## config.mk

```make
export PLATFORM = sky130hd
export DESIGN_NAME = pcm_delay_reader
export DESIGN_NICKNAME = d
export VERILOG_FILES = /design/src/rtl/audio_pkg.sv /design/src/rtl/pcm_ring_ram.sv /design/src/rtl/pcm_delay_reader.sv
export SDC_FILE = /design/constraint.sdc
export NUM_CORES = 1
export LEC_CHECK = 0
export CORE_ASPECT_RATIO = 1.4
export CORE_MARGIN = 2
export CORE_UTILIZATION = 65
export CTS_BUF_LIST = sky130_fd_sc_hd__clkbuf_8
export DETAILED_ROUTE_END_ITERATION = 10
export GPL_ROUTABILITY_DRIVEN = 0
export PLACE_DENSITY = 0.9
export SETUP_SLACK_MARGIN = 0.2
export SLEW_MARGIN = 0
export SYNTH_ARGS = -nofsm -noshare
export SYNTH_HDL_FRONTEND = slang
export SYNTH_HIERARCHICAL = 1
export SYNTH_SLANG_ARGS = --single-unit
```

## constraint.sdc

```tcl
create_clock -name clk -period 7.7 [get_ports clk]
set_clock_uncertainty 0.1 [all_clocks]
set_input_delay 2.31 -clock clk [delete_from_list [all_inputs] [get_ports clk]]
set_output_delay 2.31 -clock clk [all_outputs]
set_load 0.02 [all_outputs]
```

## src/rtl/audio_pkg.sv

```systemverilog
// Shared audio definitions used by the PCM producer, the sample history and the beamformer.
package audio_pkg;

  localparam int PCM_W = 19;

  typedef logic [PCM_W-1:0] pcm_sample_t;

  typedef enum logic {
    RD_IDLE = 1'b0,
    RD_HOLD = 1'b1
  } rd_state_t;

endpackage

```

## src/rtl/pcm_ring_ram.sv

```systemverilog
// Sample-history storage: one write port and one registered read port.
// A read and a write to the same address in one cycle returns the old contents.
module pcm_ring_ram #(
  parameter int DATA_W = 19,
  parameter int DEPTH  = 32,
  parameter int AW     = $clog2(DEPTH)
) (
  input  logic              clk,
  input  logic              rst,
  input  logic              we,
  input  logic [AW-1:0]     waddr,
  input  logic [DATA_W-1:0] wdata,
  input  logic              re,
  input  logic [AW-1:0]     raddr,
  output logic [DATA_W-1:0] rdata
);

  logic [DATA_W-1:0] mem_r [DEPTH];
  logic [DATA_W-1:0] rdata_r;

  // Storage array; contents are never reset.
  always_ff @(posedge clk) begin
    if (we) begin
      mem_r[waddr] <= wdata;
    end
  end

  // Read register samples the array before this cycle's write lands.
  always_ff @(posedge clk or posedge rst) begin
    if (rst) begin
      rdata_r <= '0;
    end else if (re) begin
      rdata_r <= mem_r[raddr];
    end
  end

  assign rdata = rdata_r;

endmodule

```

## src/rtl/pcm_delay_reader.sv

```systemverilog
// Per-mic PCM history with random-access "N samples ago" reads for the tap sequencer.
// Holds the write pointer, fill level, response register and request handshake.
module pcm_delay_reader
  import audio_pkg::*;
#(
  parameter int DATA_W = PCM_W,
  parameter int DEPTH  = 32,
  parameter int AW     = $clog2(DEPTH)
) (
  input  logic              clk,
  input  logic              rst,
  input  logic [DATA_W-1:0] pcm_data,
  input  logic              pcm_valid,
  input  logic              rd_req_valid,
  output logic              rd_req_ready,
  input  logic [AW-1:0]     rd_delay,
  output logic [DATA_W-1:0] rd_data,
  output logic              rd_valid,
  input  logic              rd_ready,
  output logic              rd_underflow
);

  localparam logic [AW:0]   FILL_FULL = (AW+1)'(DEPTH);
  localparam logic [AW-1:0] PTR_ONE   = AW'(1);

  logic [AW-1:0]     wr_ptr_r;
  logic [AW:0]       fill_r;
  rd_state_t         state_r;
  logic              rd_underflow_r;
  logic              accept_s;
  logic              under_s;
  logic [AW-1:0]     rd_idx_s;
  logic [DATA_W-1:0] ram_q_s;

  assign rd_valid     = (state_r == RD_HOLD);
  assign rd_req_ready = !rd_valid || rd_ready;
  assign accept_s     = rd_req_valid && rd_req_ready;
  // Index and range check both use the pre-write pointer and fill of this cycle.
  assign rd_idx_s     = wr_ptr_r - PTR_ONE - rd_delay;
  assign under_s      = ({1'b0, rd_delay} >= fill_r);
  assign rd_underflow = rd_underflow_r;
  assign rd_data      = (rd_valid && !rd_underflow_r) ? ram_q_s : '0;

  pcm_ring_ram #(
    .DATA_W (DATA_W),
    .DEPTH  (DEPTH),
    .AW     (AW)
  ) u_ram (
    .clk   (clk),
    .rst   (rst),
    .we    (pcm_valid),
    .waddr (wr_ptr_r),
    .wdata (pcm_data),
    .re    (accept_s),
    .raddr (rd_idx_s),
    .rdata (ram_q_s)
  );

  // Write pointer and saturating fill level.
  always_ff @(posedge clk or posedge rst) begin
    if (rst) begin
      wr_ptr_r <= '0;
      fill_r   <= '0;
    end else if (pcm_valid) begin
      wr_ptr_r <= wr_ptr_r + PTR_ONE;
      fill_r   <= (fill_r == FILL_FULL) ? fill_r : fill_r + (AW+1)'(1);
    end
  end

  // Response register: HOLD while a result waits for the consumer.
  always_ff @(posedge clk or posedge rst) begin
    if (rst) begin
      state_r        <= RD_IDLE;
      rd_underflow_r <= 1'b0;
    end else begin
      case (state_r)
        RD_IDLE: begin
          if (accept_s) begin
            state_r        <= RD_HOLD;
            rd_underflow_r <= under_s;
          end
        end
        RD_HOLD: begin
          if (accept_s) begin
            rd_underflow_r <= under_s;
          end else if (rd_ready) begin
            state_r        <= RD_IDLE;
            rd_underflow_r <= 1'b0;
          end
        end
        default: begin
          state_r        <= RD_IDLE;
          rd_underflow_r <= 1'b0;
        end
      endcase
    end
  end

endmodule

```

Word level (Yosys, flattened, before mapping)
Memory sizes are Yosys's and may differ from the RTL's. A register that Yosys moved wholly into a read port is not among the register bits.
Index checks and enable logic that the tools add are counted.
{ "word_totals": {"inputBits": 29, "out_inout_bits": 22, "ramBits": 608, "register_bits": 13, "word_cells": 33, "memories": 1} }
{ "mem_list": {"columns": ["name", "words", "word_bits", "read_ports", "rd_ports_with_merged_regs", "wr", "line", "text"], "rows": [
  ["u_ram.mem_r", 32, 19, 1, 1, 1, "pcm_ring_ram.sv:18", "logic [DATA_W-1:0] mem_r [DEPTH];"]
]} }
{ "op_classes": {"mux": 11, "eq_ne": 3, "n_reduce_logical": 7, "n_addsub": 4, "bitwise_logic": 2, "magnitude_cmp": 1} }
{ "op_table": {"columns": ["cell", "n"], "rows": [
  ["19-bit two-way mux", 1],
  ["1-bit two-way mux", 8],
  ["6-bit by 1-bit adder with 6-bit output (second input constant)", 1],
  ["6-bit equality test (second input constant)", 1],
  ["5-bit by 6-bit >= comparator with 1-bit output", 1],
  ["5-bit by 1-bit adder with 5-bit output (second input constant)", 1],
  ["5-bit by 1-bit subtractor with 5-bit output (second input constant)", 1],
  ["5-bit subtractor", 1],
  ["1-bit one-hot mux with 2 select lines", 2],
  ["2-bit AND reduction", 2],
  ["3-bit by 2-bit != test with 1-bit output (second input constant)", 1],
  ["1-bit logical AND", 2],
  ["1-bit zero test", 2],
  ["2-bit != test (second input constant)", 1],
  ["1-bit inverter", 2],
  ["1-bit logical OR", 1]
]} }

Longest topological paths before layout
Gate-level depths: netlist of the first run.
{ "logic_depth": {"ltp_word": 5, "mapped_depth": 12, "mapped_depth_nobuf": 10} }

Cells and area by module
The synthesis of the first run kept the hierarchy.
{ "modules_own_cells": {"columns": ["module", "n_inst", "cells_each", "area_per_inst_um2"], "rows": [
  ["pcm_ring_ram", 1, 1328, 24413.4],
  ["pcm_delay_reader", 1, 103, 985.9]
]} }

Least setup slack after synthesis of the first run
No wires, ideal clock.
{ "synth_timing": {"path_type": "in2out", "startpoint": "input rd_ready", "endpoint": "output rd_req_ready", "path_buffers": 0, "required_ns": 5.290, "slack_ns": 2.748, "path_stages": 1, "t_arrival_ns": 2.542, "cell_sequence": "nand2b_1"} }
{ "synth_via": {"elab_chain_len": 1} }
{ "synth_rtl": {"columns": ["element", "line", "text"], "rows": [
  ["start, declared", "pcm_delay_reader.sv:19", "input logic rd_ready,"],
  ["1-bit logical OR", "pcm_delay_reader.sv:36", "assign rd_req_ready = !rd_valid || rd_ready;"],
  ["end, declared", "pcm_delay_reader.sv:15", "output logic rd_req_ready,"]
]} }
No other way between the ends.

Worst setup path in the final report of the first run
Ends and elaborated chain as after synthesis.

==> impl_metrics.ini, run 1 <==
[layout]
mostFrequentLayoutCell = edfxtp_1
layout.nets = 1573
drive_gt1_share_pct = 13.9
final_cell_mix = 608 x edfxtp_1, 304 x mux2i_1, 152 x a22oi_1
final_area_mm2 = 0.0282
area_growth_pct = 11.0
final_cells = 2127
final.fill_count = 2084

[global_routing]
grt_pass1_vias = 14995
antenna_found_initial = 2
grt_pass1_wl_mm = 92.8
grt.total_usage_pct = 31.8
overflow = 0
grt_max_degree = 77

[synth]
netlist_instances = 1431
avgSynthCellArea_um2 = 17.7
synth.distinct_cells = 42
yosys_warnings = 6
syn_nets = 1473
ys_ff_latch = 640
netlist_area_mm2 = 0.0254
yosysSeqAreaShare_pct = 75.0

[placed_design]
preCtsSetupSlack_ns = 1.69
placedCellCount = 1966
io_buffers = 50
dp_hpwl_mm = 33.7
postPlaceCellArea_mm2 = 0.0265

[timing]
final.setup.tns_ns = 0
fin_crit_ns = 5.95
final_max_slew_viol_count = 0
finalCritPeriodShare_pct = 77.2
max_slew_margin_pct = 14.2
tightest_slew_ns = 1.29
setup_viol = 0
grt_setup_unrepaired = no
hold_viol_final = 0
fmax_ghz = 0.168
layout_setup_ws_ns = 1.75

[critical_path]
critPathLaunchType = primary input
cp_slowest_cell = clkdlybuf4s50_1
crit_path_frequent_cell = clkdlybuf4s50_1
critPathTopFamily = buffers and inverters
cp_data_required_time_ns = 5.29
crit_path_cell_trace = clkdlybuf4s50_1 > nand2b_1 > clkdlybuf4s50_1
cp_max_fo = 3
path_class = in -> out
crit_path_end_kind = output pin
crit_buf_inv = 2
slowest_delay_ns = 0.62
critPathArrivalTime_ns = 3.54

[hold_path]
hold_class = reg -> reg

[clocking]
cts-root-buf = clkbuf_8
cts_hold_buf = 0
clockBufferDepth = 3
htree_levels = 3
clock-sinks = 640
clock_latency_ns = 0.65
cts_resized = 0
postCtsSetupRepairBufs = 0
cts_buffers = 85
cts.reportedPaths.clkPinSlew_ns = 0.07
cts_tree = yes

[route]
drt_first_pass_iters = 7
wl_mm = 63.3
route.detailed.drc = 0
vias = 14661
drt_iter0_drc = 1889
wl_per_cell_um = 29.8
vias_per_cell = 6.89
drtAntennaViolNets = 0

[pwr]
power_mw = 10.9
p_per_area_mw_per_mm2 = 388
vdd_drop_max_mv = 0.597
power.leakage_nw = 9.86

[floorplanning]
initial_core_util_pct = 66.0
dieArea_mm2 = 0.0407
die_w_um = 171
boundaryPins = 51
std_cell_rows = 85
coreArea_mm2 = 0.0385
die_h_um = 238

[run]
max_cap_viol_count = 0

[outcome]
status = completed
==> layout make-up <==
type | instances | area, um2 | share of cell area (%)
Antenna cell | 3 | 7.51 | 0.0266
Clock buffer | 91 | 1250 | 4.44
Clock inverter | 67 | 388 | 1.38
Inverter | 13 | 48.8 | 0.173
Multi-Input combinational cell | 699 | 5910 | 21.0
Sequential cell | 640 | 19100 | 67.6
Tap cell | 522 | 653 | 2.32
Timing Repair Buffer | 92 | 878 | 3.12
==> cells by family (layout without fill, tap and decap cells) <==
family | after synthesis | in the layout | synth area share (%)
AO/OA/AOI/OAI | 241 | 241 | 6.32
other | 0 | 3 | 0
flip-flops | 640 | 640 | 75.0
buffers and inverters | 92 | 263 | 2.31
adder cells (fa/ha/maj) | 13 | 13 | 0.670
multiplexers | 324 | 324 | 12.9
XOR/XNOR | 12 | 12 | 0.443
AND/OR/NAND/NOR | 109 | 109 | 2.36
==> cell usage after synthesis, drive strengths merged <==
master | number | area [um2]
a21o | 2 | 15.0
a21oi | 82 | 410
a22oi | 152 | 1140
a31oi | 3 | 25.0
a41oi | 1 | 8.76
and2 | 21 | 131
and2b | 2 | 15.0
buf | 52 | 420
clkbuf | 27 | 116
dfrtp | 32 | 801
edfxtp | 608 | 18300
fa | 1 | 20.0
ha | 12 | 150
inv | 13 | 48.8
mux2 | 20 | 225
mux2i | 304 | 3040
nand2 | 6 | 22.5
nand2b | 5 | 31.3
nand3 | 3 | 15.0
nand3b | 5 | 37.5
nand4 | 4 | 25.0
nor2 | 35 | 131
nor2b | 1 | 6.26
nor3 | 1 | 5.00
nor4 | 19 | 119
o21ai | 1 | 5.00
or2 | 1 | 6.26
or3 | 1 | 6.26
or3b | 3 | 26.3
or4 | 1 | 11.3
or4b | 1 | 10.0
xnor2 | 10 | 95.1
xor2 | 2 | 17.5
==> sequential cells by signal (all words and copies together) (netlist names) <==
signal and flops:
fill_r 6, rd_underflow 1, rd_valid 1, u_ram/mem_r 608
u_ram/rdata 19, wr_ptr_r 5
==> report_power, final <==
group,switching (mW),internal (mW)
Sequential,0.173,4.12
Combinational,2.71,1.49
Clock,1.24,1.21
Total,4.12,6.81
==> layer usage <==
metal | share of wire (%) | routed length [um] | global-route usage (%) | vias to the layer above
li1 | - | - | - | 5920
met1 | 33 | 21100 | 39.7 | 7114
met2 | 49 | 30800 | 50.8 | 1325
met3 | 11 | 7240 | 7.50 | 300
met4 | 6.5 | 4140 | 19.0 | 2
met5 | 0.017 | 11 | 0 | -
==> worst paths after layout <==
path,startpoint,to,slack (ns),depth (start not counted)
setup reg to reg,wr_ptr_r[0],u_ram/rdata[6],3.86,9
setup / recovery,rd_ready,rd_req_ready,1.75,3
hold reg to reg,u_ram/rdata[8],u_ram/rdata[8],0.41,1
max in group asynchronous,rst,fill_r[2],5.19,2
hold / removal,u_ram/rdata[8],u_ram/rdata[8],0.41,1
min in group asynchronous,rst,rd_valid,1.93,2
==> per-stage QoR <==
| stage | utilization [%] | hold WS (ns) |
|---|---|---|
| after global routing | 73.2 | 0.425 |
| final | 73.2 | 0.409 |
| after global placement | 69.0 | 0.384 |
| after detailed placement | 69.0 | 0.392 |
| after floorplan | - | 0.372 |
| after CTS | 73.2 | 0.409 |
Note: power is estimated with default switching activity, not from simulation.
==> inputs of run 2 (changes only) <==
--- a/config.mk
+++ b/config.mk
@@ -7,11 +7,11 @@
 export LEC_CHECK = 0
 export CORE_ASPECT_RATIO = 1.4
 export CORE_MARGIN = 2
-export CORE_UTILIZATION = 65
+export CORE_UTILIZATION = 64
 export CTS_BUF_LIST = sky130_fd_sc_hd__clkbuf_8
 export DETAILED_ROUTE_END_ITERATION = 10
 export GPL_ROUTABILITY_DRIVEN = 0
-export PLACE_DENSITY = 0.9
+export PLACE_DENSITY = 0.89
 export SETUP_SLACK_MARGIN = 0.2
 export SLEW_MARGIN = 0
 export SYNTH_ARGS = -nofsm -noshare
==> constraint.sdc (replaced) <==
create_clock -name clk -period 5.6 [get_ports clk]
set_clock_uncertainty 0.1 [all_clocks]
set_input_delay 1.68 -clock clk [delete_from_list [all_inputs] [get_ports clk]]
set_output_delay 1.68 -clock clk [all_outputs]
set_load 0.02 [all_outputs]
==> impl_metrics.ini, run 2 (same netlist as run 1, synthesis figures left out) <==
[outcome]
status = completed

[clocking]
clockBufferDepth = 3
cts_buffers = 83
cts_hold_buf = 0
cts_tree = yes
htree_levels = 3
clock-sinks = 640
cts_resized = 0
cts-root-buf = clkbuf_8
postCtsSetupRepairBufs = 0
clock_latency_ns = 0.65
cts.reportedPaths.clkPinSlew_ns = 0.07

[critical_path]
crit_path_cell_trace = clkdlybuf4s50_1 > nand2b_1 > clkdlybuf4s50_1
crit_path_end_kind = output pin
cp_slowest_cell = clkdlybuf4s50_1
crit_buf_inv = 2
critPathArrivalTime_ns = 2.93
startpoint = rd_ready
slowest_delay_ns = 0.63
critPathTopFamily = buffers and inverters
path_class = in -> out
cp_data_required_time_ns = 3.82
r2r_cells = 9
reg2reg_slack_ns = 1.97
endpoint = rd_req_ready
reg2reg_from = wr_ptr_r[0]
worstSetupPathDepth = 3
critPathLaunchType = primary input
crit_path_frequent_cell = clkdlybuf4s50_1
cp_max_fo = 3
r2r-end = u_ram/rdata[14]

[global_routing]
grt_max_degree = 67
overflow = 0
grt_pass1_wl_mm = 94.1
grt_pass1_vias = 15053
grt.total_usage_pct = 31.9
antenna_found_initial = 0

[timing]
grt_setup_unrepaired = no
hold_viol_final = 0
tightest_slew_ns = 1.28
finalCritPeriodShare_pct = 84.1
max_slew_margin_pct = 14.5
final.setup.tns_ns = 0
final_max_slew_viol_count = 0
setup_viol = 0
fmax_ghz = 0.212
fin_crit_ns = 4.71

[floorplanning]
coreArea_mm2 = 0.0393
die_w_um = 172
boundaryPins = 51
die_h_um = 240
initial_core_util_pct = 64.7
std_cell_rows = 86
dieArea_mm2 = 0.0413

[layout]
drive_gt1_share_pct = 14.2
fin_util_pct = 72.0
area_growth_pct = 11.4
final_cells = 2136
mostFrequentLayoutCell = edfxtp_1
largest_reg_flops = 608
layout.nets = 1588
largest-register = u_ram/mem_r
final_cell_mix = 608 x edfxtp_1, 304 x mux2i_1, 152 x a22oi_1

[route]
drtAntennaViolNets = 0
vias_per_cell = 6.88
vias = 14687
wl_per_cell_um = 29.9
wl_mm = 63.8
route.detailed.drc = 0
drt_iter0_drc = 1991
drt_first_pass_iters = 8

[placed_design]
dp_hpwl_mm = 36.7
io_buffers = 50
placedCellCount = 1989

[pwr]
internal-power_mw = 9.50
clockPowerShare_pct = 21.7
p_per_area_mw_per_mm2 = 534
p_sw_share_pct = 37.1
switching_power_mw = 5.61
power.leakage_nw = 9.94
vdd_drop_max_mv = 0.582
power_frac_comb_pct = 39.3
pwr-share-seq_pct = 39.0

[hold_path]
hold_class = reg -> reg

[run]
max_cap_viol_count = 0
==> run 2: cell count changes in the layout (fill, tap and decap cells not counted), moves of 2 or more <==
cell        change
clkinv_1        +2
nor2_4          -8
buf_12          +7
nor2_2          +8
buf_4          +10
diode_2         -2
clkinv_2        -7
clkbuf_8        +2
inv_1           -2
clkinvlp_4      -4
==> run 2: final cells by class <==
class	instances	area, um2
fillers	2108	11000
diodes	1	2.50
well taps	528	661
clock inverters	53	287
inverters	13	48.8
multi-input cells	699	5870
clock buffers	93	1280
flip-flops and latches	640	19100
repair buffers	109	1090
==> run 2: worst reg2reg max path: stages (launching register included) <==
cell	delay, ns
dfrtp_1	0.50
ha_4	0.23
fa_1	0.40
xor2_1	0.41
and2b_2	0.53
buf_12	0.31
a22oi_1	0.35
a21oi_1	0.12
nor4_1	0.37
mux2_2	0.24
==> run 2: power groups by stage <==
stage	Clock, mW	Combinational, mW	Sequential (mW)
after floorplan	0	3.90	5.88
after global placement	0	5.45	5.95
after detailed placement	0	5.66	5.98
after CTS	3.29	5.75	5.89
after global routing	3.49	6.10	5.92
final	3.28	5.94	5.90
==> run 2: worst min path at each step <==
| stage | start | end | slack (ns) | cells past startpoint |
|---|---|---|---|---|
| floorplan | u_ram/rdata[0] | u_ram/rdata[0] | 0.37 | 1 |
| global placement | u_ram/rdata[1] | u_ram/rdata[1] | 0.40 | 1 |
| detailed placement | u_ram/rdata[1] | u_ram/rdata[1] | 0.40 | 1 |
| CTS | u_ram/rdata[0] | u_ram/rdata[0] | 0.43 | 1 |
| global route | u_ram/rdata[12] | u_ram/rdata[12] | 0.45 | 1 |
| finish | u_ram/rdata[0] | u_ram/rdata[0] | 0.43 | 1 |
==> run 2: per-stage QoR <==
| stage | hold WS, ns | worst slack, ns | cell area, um2 | total power [mW] |
|---|---|---|---|---|
| 6_report | 0.430 | 0.890 | 28300 | 15.1 |
| 5_1_grt | 0.448 | 0.847 | 28300 | 15.5 |
| 4_1_cts | 0.434 | 0.886 | 28300 | 14.9 |
| 3_5_place_dp | 0.399 | 0.472 | 26700 | 11.6 |
| 3_3_place_gp | 0.401 | 0.607 | 26700 | 11.4 |
| 2_1_floorplan | 0.372 | 1.47 | 25400 | 9.78 |
==> run 2: routing by layer <==
metal  wire length [um]  GRT usage [%]  vias to the layer above
met3               7870           7.50                      305
met4               4190           18.4                        0
met2              30800           50.7                     1320
li1                   -              -                     5925
met5                  0              0                        -
met1              20900           40.3                     7137
==> variant: new RTL, flow settings as in run 2 <==
`DEPTH` is set to 32 in 2 places; all go to 16.
--- a/src/rtl/pcm_ring_ram.sv
+++ b/src/rtl/pcm_ring_ram.sv
@@ -2,7 +2,7 @@
 // A read and a write to the same address in one cycle returns the old contents.
 module pcm_ring_ram #(
   parameter int DATA_W = 19,
-  parameter int DEPTH  = 32,
+  parameter int DEPTH  = 16,
   parameter int AW     = $clog2(DEPTH)
 ) (
   input  logic              clk,
--- a/src/rtl/pcm_delay_reader.sv
+++ b/src/rtl/pcm_delay_reader.sv
@@ -4,7 +4,7 @@
   import audio_pkg::*;
 #(
   parameter int DATA_W = PCM_W,
-  parameter int DEPTH  = 32,
+  parameter int DEPTH  = 16,
   parameter int AW     = $clog2(DEPTH)
 ) (
   input  logic              clk,
Ports: changed (resized rd_delay); port bits go from 51 to 50. The function was not compared with the original's and may differ.
==> variant against run 2 <==
Area after synthesis down 48%. Sequential cell count down 306. Routed wire length down 56%. Via count down 55%. Worst setup slack better by 0.013 ns. Fmax up 0.27%. Highest routed layer unchanged. Register-to-register slack better by 0.20 ns. Total power down 45%. Critical path depth unchanged. Final area down 47%. First-iteration DRC count down 60%. Hold slack better by 0.013 ns.
==> variant: results (changes against run 2) <==
Distinct cells, synth=41 (was 42); hold_sp=fill_r[4] (was u_ram/rdata[0]); fraction of layout cells with a size suffix above 1=27.0% (was 14.2%); DRT iter0 DRCs=799 (was 1,991); met1 Usage GRT=34.2% (was 40.3%); # H-tree levels=2 (was 3); max reg flops=304 (was 608); synth warn=6 (unchanged); slew margin rel.=30.1% (was 14.5%); Most Crowded Layer GR=met2 (unchanged); Final HPWL DP=16,900 um (was 36,700 um); top cells by count, synth=edfxtp_1, mux4_2, nor2_1, dfrtp_1, and2_1 (was edfxtp_1, mux2i_1, a22oi_1, a21oi_1, nor2_1); Post-CTS Setup Bufs=0 (unchanged); met3 usage=5.09% (was 7.50%); worst r2r src=wr_ptr_r[1] (was wr_ptr_r[0]); part of the Yosys area used for sequential elements=75.1% (was 75.0%); CTS buffer count=44 (was 83); critical-path maximum fanout=3 (unchanged); Clock Latency Late Sink=0.54 ns (was 0.65 ns); clock transition at the registers of the reported paths=0.06 ns; Pleak=5.01 nW (was 9.94 nW); final wirelength=28,100 um (was 63,800 um); Hold Path Class=reg2reg (unchanged); Peak VDD IR=0.00118 V (was 0.000582 V); switching power=2.73 mW (was 5.61 mW); Vias/cell=6.58 (was 6.88); total track usage=27.0% (was 31.9%); GRT met2 Usage=46.2% (was 50.7%); port bufs=49 (was 50); first-pass GRT wire length=43,100 um (was 94,100 um); syn_nets=657 (was 1,473); nets=748 (was 1,588); Worst Path Arrival=2.92 ns (was 2.93 ns); Post-synth EDFFs=304 (was 608); dominant cells by area after synthesis=edfxtp_1, mux4_2, dfrtp_1, mux2i_1, a221oi_2 (was edfxtp_1, mux2i_1, a22oi_1, dfrtp_1, a21oi_1); n_diodes=0 (was 1); pre-CTS WS=0.663 ns (was 0.472 ns); Pre-antenna DRT Iters=6 (was 8); CP max-delay cell=clkdlybuf4s50_1 (unchanged); Post-CTS Resized=0 (unchanged); Crit. Startpoint=rd_ready (unchanged); CP max stage delay=0.62 ns; Clock Path Buffers=3 (unchanged); Synth async-reset ratio=8.98% (was 5.00%); Most flops, register=u_ram/mem_r (unchanged); root cell of the clock tree=clkbuf_8 (unchanged); largest net degree at the start of global routing=77 (was 67); vias in the first global route=7,376 (was 15,100); initial antenna violation count=0 (unchanged); status=completed (unchanged)
## variant: changes by cell type after synthesis, sizes merged, moves of 4 or more
cell,run 2,this run
buf,52,21
a21oi,82,3
mux2,20,2
nor4,19,0
a221oi,0,19
a22oi,152,0
mux2i,304,19
edfxtp,608,304
mux4,0,76
o22ai,0,19
nor2,35,31
clkbuf,27,10
## variant: worst max-delay path: cells and delay by family
family / cells / cell delay (ns)
and+or+nand+nor: 1 / 0.15
buffers and inverters: 2 / 1.09
## variant: through the flow
stage	total power, mW	cell area, sq um	hold slack (ns)	util [%]	instances
3_5_place_dp	6.46	14000	0.428	69.0	919
3_3_place_gp	6.29	14000	0.442	69.0	919
5_1_grt	8.66	15000	0.482	73.7	1001
4_1_cts	8.36	15000	0.443	73.7	1001
6_report	8.32	15000	0.443	73.7	1001
2_1_floorplan	5.62	13100	0.384	-	618
## variant: layout make-up
type,count,area (sq um)
sequential,334,9880
fill,1071,5350
multi-input combinational,243,3070
timing repair buffer,76,718
clock buffer,52,716
tap,256,320
clock inverter,30,235
inverter,10,37.5
## variant: cell families after synthesis
logic type      Yosys count  synth area share, %
xor+xnor                  9                0.600
flops                   334                 75.1
simple gates             80                 3.10
fa+ha+maj                11                 1.10
mux                      97                 14.7
buf+inv                  41                 2.21
compound gates           46                 3.11
## variant: worst paths after layout
check,endpoint,cells after the start,slack (ns)
worst max register to register,u_ram/rdata[2],8,2.17
worst min register to register,fill_r[4],1,0.44
worst max-delay path,rd_req_ready,3,0.90
worst min-delay path,fill_r[4],1,0.44
min in group asynchronous,wr_ptr_r[3],2,1.44
max in group asynchronous,u_ram/rdata[10],2,3.20
## variant: power by group through the flow
stage / Sequential (mW) / Clock, mW / Combinational (mW)
floorplan: 3.23 / 0 / 2.39
global placement: 3.27 / 0 / 3.02
detailed placement: 3.30 / 0 / 3.15
CTS: 3.25 / 1.92 / 3.18
global route: 3.28 / 2.02 / 3.35
finish: 3.26 / 1.90 / 3.17
## variant: layer usage
metal	wire length [um]	part of all wire, %
met1	9650	34
met2	14600	52
met3	2620	9.3
met4	1210	4.3
met5	0	0
